<file path="config.mk">
export PLATFORM = sky130hd
export DESIGN_NAME = key_debounce_n
export DESIGN_NICKNAME = d
export VERILOG_FILES = /design/src/rtl/key_debounce_n.sv
export SDC_FILE = /design/constraint.sdc
export NUM_CORES = 1
export LEC_CHECK = 0
export CAP_MARGIN = 15
export CORE_MARGIN = 10
export CORE_UTILIZATION = 65
export DETAILED_ROUTE_END_ITERATION = 8
export GPL_TIMING_DRIVEN = 0
export PLACE_DENSITY = 0.89
export SETUP_SLACK_MARGIN = 0.15
export SLEW_MARGIN = 40
export SYNTH_ARGS = -nofsm -noshare
export SYNTH_HDL_FRONTEND = slang
export SYNTH_SLANG_ARGS = --single-unit
export TNS_END_PERCENT = 1
</file>
<file path="constraint.sdc">
create_clock -name sys_clk -period 5.5 [get_ports sys_clk]
set_input_delay 1.65 -clock sys_clk [delete_from_list [all_inputs] [get_ports sys_clk]]
set_output_delay 1.65 -clock sys_clk [all_outputs]
set_load 0.02 [all_outputs]
</file>
<file path="src/rtl/key_debounce_n.sv">
// rtl/key_debounce_n.sv - multi-channel key debouncer with press/release/long/repeat pulses
//
// Purpose: per-key 2-flop synchronizer, 1 ms tick based debounce, long-press
// detection and auto-repeat. All outputs registered.
//
// Ports:
//   sys_clk      - single clock, rising edge
//   sys_rst      - synchronous active-high reset
//   key_in       - raw asynchronous key levels (N_KEYS)
//   key_state    - debounced pressed level, 1 = pressed
//   key_press    - one-cycle pulse when key_state rises
//   key_release  - one-cycle pulse when key_state falls
//   key_long     - one-cycle pulse once per press after LONG_MS held
//   key_repeat   - one-cycle pulse every REPEAT_MS after key_long while held
//   key_any      - OR of key_state
`timescale 1ns/1ps

module key_debounce_n #(
    parameter int N_KEYS      = 4,
    parameter int CLK_FREQ    = 50_000_000,
    parameter int DEBOUNCE_MS = 20,
    parameter int LONG_MS     = 1000,
    parameter int REPEAT_MS   = 100,
    parameter int ACTIVE_LOW  = 1
) (
    input  logic              sys_clk,
    input  logic              sys_rst,
    input  logic [N_KEYS-1:0] key_in,
    output logic [N_KEYS-1:0] key_state,
    output logic [N_KEYS-1:0] key_press,
    output logic [N_KEYS-1:0] key_release,
    output logic [N_KEYS-1:0] key_long,
    output logic [N_KEYS-1:0] key_repeat,
    output logic              key_any
);

    localparam int TICK_MAX = CLK_FREQ / 1000 - 1;
    localparam int TICK_W   = (TICK_MAX < 1) ? 1 : $clog2(TICK_MAX + 1);
    localparam int DB_W     = (DEBOUNCE_MS < 2) ? 1 : $clog2(DEBOUNCE_MS);
    localparam int HOLD_W   = $clog2(LONG_MS + 1);
    localparam int REP_W    = (REPEAT_MS < 2) ? 1 : $clog2(REPEAT_MS);
    localparam int REP_LAST = (REPEAT_MS > 0) ? REPEAT_MS - 1 : 0;

    // Raw level of an idle (released) key; synchronizers reset to this.
    localparam logic [N_KEYS-1:0] RELEASED = (ACTIVE_LOW != 0) ? '1 : '0;

    logic [TICK_W-1:0] tick_cnt_q, tick_cnt_d;
    logic              tick;

    logic [N_KEYS-1:0] sync1_q, sync2_q;
    logic [N_KEYS-1:0] pressed;

    logic [N_KEYS-1:0] state_q, state_d;
    logic [N_KEYS-1:0] press_q, press_d;
    logic [N_KEYS-1:0] release_q, release_d;
    logic [N_KEYS-1:0] long_q, long_d;
    logic [N_KEYS-1:0] repeat_q, repeat_d;

    logic [DB_W-1:0]   db_cnt_q [N_KEYS];
    logic [DB_W-1:0]   db_cnt_d [N_KEYS];
    logic [HOLD_W-1:0] hold_q   [N_KEYS];
    logic [HOLD_W-1:0] hold_d   [N_KEYS];
    logic [REP_W-1:0]  rep_q    [N_KEYS];
    logic [REP_W-1:0]  rep_d    [N_KEYS];

    assign tick       = (tick_cnt_q == TICK_W'(TICK_MAX));
    assign tick_cnt_d = tick ? '0 : tick_cnt_q + TICK_W'(1);

    // XOR with the idle level turns the synchronized raw level into "pressed".
    assign pressed = sync2_q ^ RELEASED;

    always_comb begin
        state_d   = state_q;
        press_d   = '0;
        release_d = '0;
        long_d    = '0;
        repeat_d  = '0;
        for (int k = 0; k < N_KEYS; k++) begin
            db_cnt_d[k] = db_cnt_q[k];
            hold_d[k]   = hold_q[k];
            rep_d[k]    = rep_q[k];

            if (tick) begin
                if (pressed[k] == state_q[k]) begin
                    db_cnt_d[k] = '0;
                end else if (db_cnt_q[k] == DB_W'(DEBOUNCE_MS - 1)) begin
                    state_d[k]   = ~state_q[k];
                    db_cnt_d[k]  = '0;
                    press_d[k]   = ~state_q[k];
                    release_d[k] = state_q[k];
                end else begin
                    db_cnt_d[k] = db_cnt_q[k] + DB_W'(1);
                end
            end

            // Using the next state clears hold/repeat on the release edge itself.
            if (!state_d[k]) begin
                hold_d[k] = '0;
                rep_d[k]  = '0;
            end else if (tick && state_q[k]) begin
                if (hold_q[k] == HOLD_W'(LONG_MS)) begin
                    // Saturated: long already fired, run the repeat period.
                    if (REPEAT_MS > 0) begin
                        if (rep_q[k] == REP_W'(REP_LAST)) begin
                            rep_d[k]    = '0;
                            repeat_d[k] = 1'b1;
                        end else begin
                            rep_d[k] = rep_q[k] + REP_W'(1);
                        end
                    end
                end else begin
                    hold_d[k] = hold_q[k] + HOLD_W'(1);
                    if (hold_q[k] == HOLD_W'(LONG_MS - 1)) begin
                        long_d[k] = 1'b1;
                    end
                end
            end
        end
    end

    always_ff @(posedge sys_clk) begin
        if (sys_rst) begin
            tick_cnt_q <= '0;
            sync1_q    <= RELEASED;
            sync2_q    <= RELEASED;
            state_q    <= '0;
            press_q    <= '0;
            release_q  <= '0;
            long_q     <= '0;
            repeat_q   <= '0;
            for (int k = 0; k < N_KEYS; k++) begin
                db_cnt_q[k] <= '0;
                hold_q[k]   <= '0;
                rep_q[k]    <= '0;
            end
        end else begin
            tick_cnt_q <= tick_cnt_d;
            sync1_q    <= key_in;
            sync2_q    <= sync1_q;
            state_q    <= state_d;
            press_q    <= press_d;
            release_q  <= release_d;
            long_q     <= long_d;
            repeat_q   <= repeat_d;
            for (int k = 0; k < N_KEYS; k++) begin
                db_cnt_q[k] <= db_cnt_d[k];
                hold_q[k]   <= hold_d[k];
                rep_q[k]    <= rep_d[k];
            end
        end
    end

    assign key_state   = state_q;
    assign key_press   = press_q;
    assign key_release = release_q;
    assign key_long    = long_q;
    assign key_repeat  = repeat_q;
    assign key_any     = |state_q;

endmodule

</file>
==> impl_metrics.yaml <==
sta:
  hold_violations: 0
  max_freq_ghz: 0.250
  setup-tns-final_ns: 0
  rsz0062_at_grt: "no"
  slew_headroom_pct: 58.2
  drv_slew: 0
  worstMarginPinSlew_ns: 0.621
  fin_crit_sh_pct: 72.7
  finalClockSkew_ns: 0.0183
  setup_viol: 0
  min_period_ns: 4.00
yosys:
  synth_cell_types: 50
  syn_inst: 693
  postSynth.asyncResetShare_pct: 0
  yosys_most_used_dff: "dfxtp_1"
  synth_largest_area_cell: "dfxtp_1"
  synth_seq_cells: 132
  synth_edf_count: 0
  syn_nets: 716
  yosysWarnings: 0
  ys_seq_area_share_pct: 43.7
  syn_area_um2: 6050
  syn_area_per_cell_um2: 8.73
  yosys-top-cells-area: "dfxtp_1 (44%), nor2_1 (6.1%), xnor2_1 (5.4%)"
  yosysTopAreaCellShare_pct: 43.7
worst_setup_path:
  crit_fanout: 10
  crit_arrival_ns: 2.35
  crit_path_end_kind: "primary output"
  crit_path_start_kind: "flop"
  required_ns: 3.85
  crit_type: "flop to primary output"
flow_run:
  cap_viol_max_count: 0
global_route:
  grt.overflow.total: 0
  grt_pass1_vias: 5371
  grt_pass1_wl_mm: 25.0
  grt_use_total_pct: 22.8
  antenna_found_initial: 0
  grt_max_degree: 17
finish:
  drive_gt1_share_pct: 6.79
  layout_common_cells: "dfxtp_1 (132), nor2_1 (98), nand2_1 (54)"
  final_common_cell: "dfxtp_1"
  stdcell_count: 862
  nNetsFinal: 761
  num_antenna_cells: 0
  area_delta_synth_final_pct: 17.5
routing:
  wl_per_cell_um: 16.9
  viasPerCell: 6.29
  drc_errors: 0
  vias: 5422
  drt_iter0_markers: 548
  routed_wl_mm: 14.6
  drt_first_pass_iters: 9
  ant_nets: 0
place:
  gp_congestion: 0.890
  portBuffers: 26
  dp_cells: 830
  hpwl_mm: 9.24
cts:
  cts_tree: "yes"
  cts_hold_buf: 0
  htree_levels: 4
  cts_resized: 0
  cts_root_buf: "clkbuf_8"
  cts_sinks: 132
  worstSkewPairLatency_ns: 0.54
  cts_made_buffers: 17
  cts_buffer_depth: 2
  clk_pin_slew_ns: 0.06
  postCtsSetupBuffers: 0
floorplan:
  die_y_um: 116
  ios: 27
  die_x_um: 116
  placementRows: 35
  fp.dieArea_um2: 13600
  start_util_pct: 66.1
  core_area_um2: 9150
power_and_ir_drop:
  ir_worst_vdd_mv: 0.218
  p_leak_nw: 2.38
  power.density_nw_per_um2: 317
worst_hold_path:
  hold_path.class: "flop to flop"
status:
  outcome: "completed"
[critical path, cell delays in order, from the launching register on]
cell             delay [ns]
dfxtp_1                0.31
clkbuf_1               0.28
or4_1                  0.64
clkdlybuf4s50_1        0.57
[where the power goes]
part	total [W]	switching (W)	internal, W
clock network	0.00127	0.000427	0.000842
registers	0.000965	0.00000400	0.000961
logic	0.0000210	0.0000116	0.00000944
total	0.00226	0.000443	0.00181
[cell type report]
type,count,area (µm²)
buffer,27,108
clock buffer,20,435
clock inverter,12,226
fill,549,2040
inverter,18,67.6
multi-input combinational,516,3230
sequential,132,2640
tap,111,139
timing repair buffer,26,260
[Yosys cell counts, drive strengths merged, types with 2 or more instances]
cell	n
nand3	33
and3	7
nor3	23
ha	17
or4	7
or2	8
a31oi	5
nor2b	6
a21oi	30
nand2b	2
xor2	29
o211ai	2
o21ai	16
xnor2	37
and2	10
clkbuf	22
or4bb	4
and4	14
nor4bb	2
nor3b	2
nand3b	2
and4b	5
nand2	54
inv	18
dfxtp	132
a311oi	2
nor4b	6
mux2i	7
a21o	5
o21bai	4
buf	5
nor2	98
or3b	2
nor4	17
nand4	35
or3	18
[kinds of logic after synthesis]
logic type | synth area share, %
DFF | 43.7
muxes | 1.16
AOI/OAI and AO/OA | 6.60
xor gates and xnor gates | 9.55
and+or+nand+nor | 32.6
buffers and inverters | 2.89
adders and majority gates | 3.52
[state kept, by name (all words and copies together), names as in the netlist]
signal / flops
db_cnt_q: 20
hold_q: 40
key_long: 4
key_press: 4
key_release: 4
key_repeat: 4
key_state: 4
rep_q: 28
sync1_q: 4
sync2_q: 4
tick_cnt_q: 16
[metrics by stage]
step | power, W | instance area (µm²) | utilization (%) | setup WS [ns] | hold WS [ns]
global placement | 0.00100 | 6450 | 70.5 | 2.12 | 0.392
finish | 0.00226 | 7110 | 77.7 | 1.50 | 0.415
detailed placement | 0.00101 | 6450 | 70.5 | 2.10 | 0.398
global route | 0.00231 | 7110 | 77.7 | 1.48 | 0.430
CTS | 0.00226 | 7110 | 77.7 | 1.53 | 0.416
floorplan | 0.000996 | 6050 | - | 2.65 | 0.389
[final timing paths]
check	from	to	cells past startpoint	slack [ns]
hold reg to reg	sync1_q[0]$_SDFF_PP1_	sync2_q[0]$_SDFF_PP1_	1	0.41
hold / removal	sync1_q[0]$_SDFF_PP1_	sync2_q[0]$_SDFF_PP1_	1	0.41
setup / recovery	key_state[2]$_SDFF_PP0_	key_any	3	1.50
setup reg to reg	tick_cnt_q[4]$_SDFF_PP0_	rep_q[3][6]$_SDFFE_PP0P_	8	2.75
[layer usage]
metal	part of all wire, %	global-route usage (%)	up-vias
met2	49	38.3	273
met4	3.1	11.2	0
met1	41	26.5	2552
met5	0	0	-
met3	7.6	5.96	49
li1	-	-	2548
No activity file was read; power rests on OpenSTA's default activity.
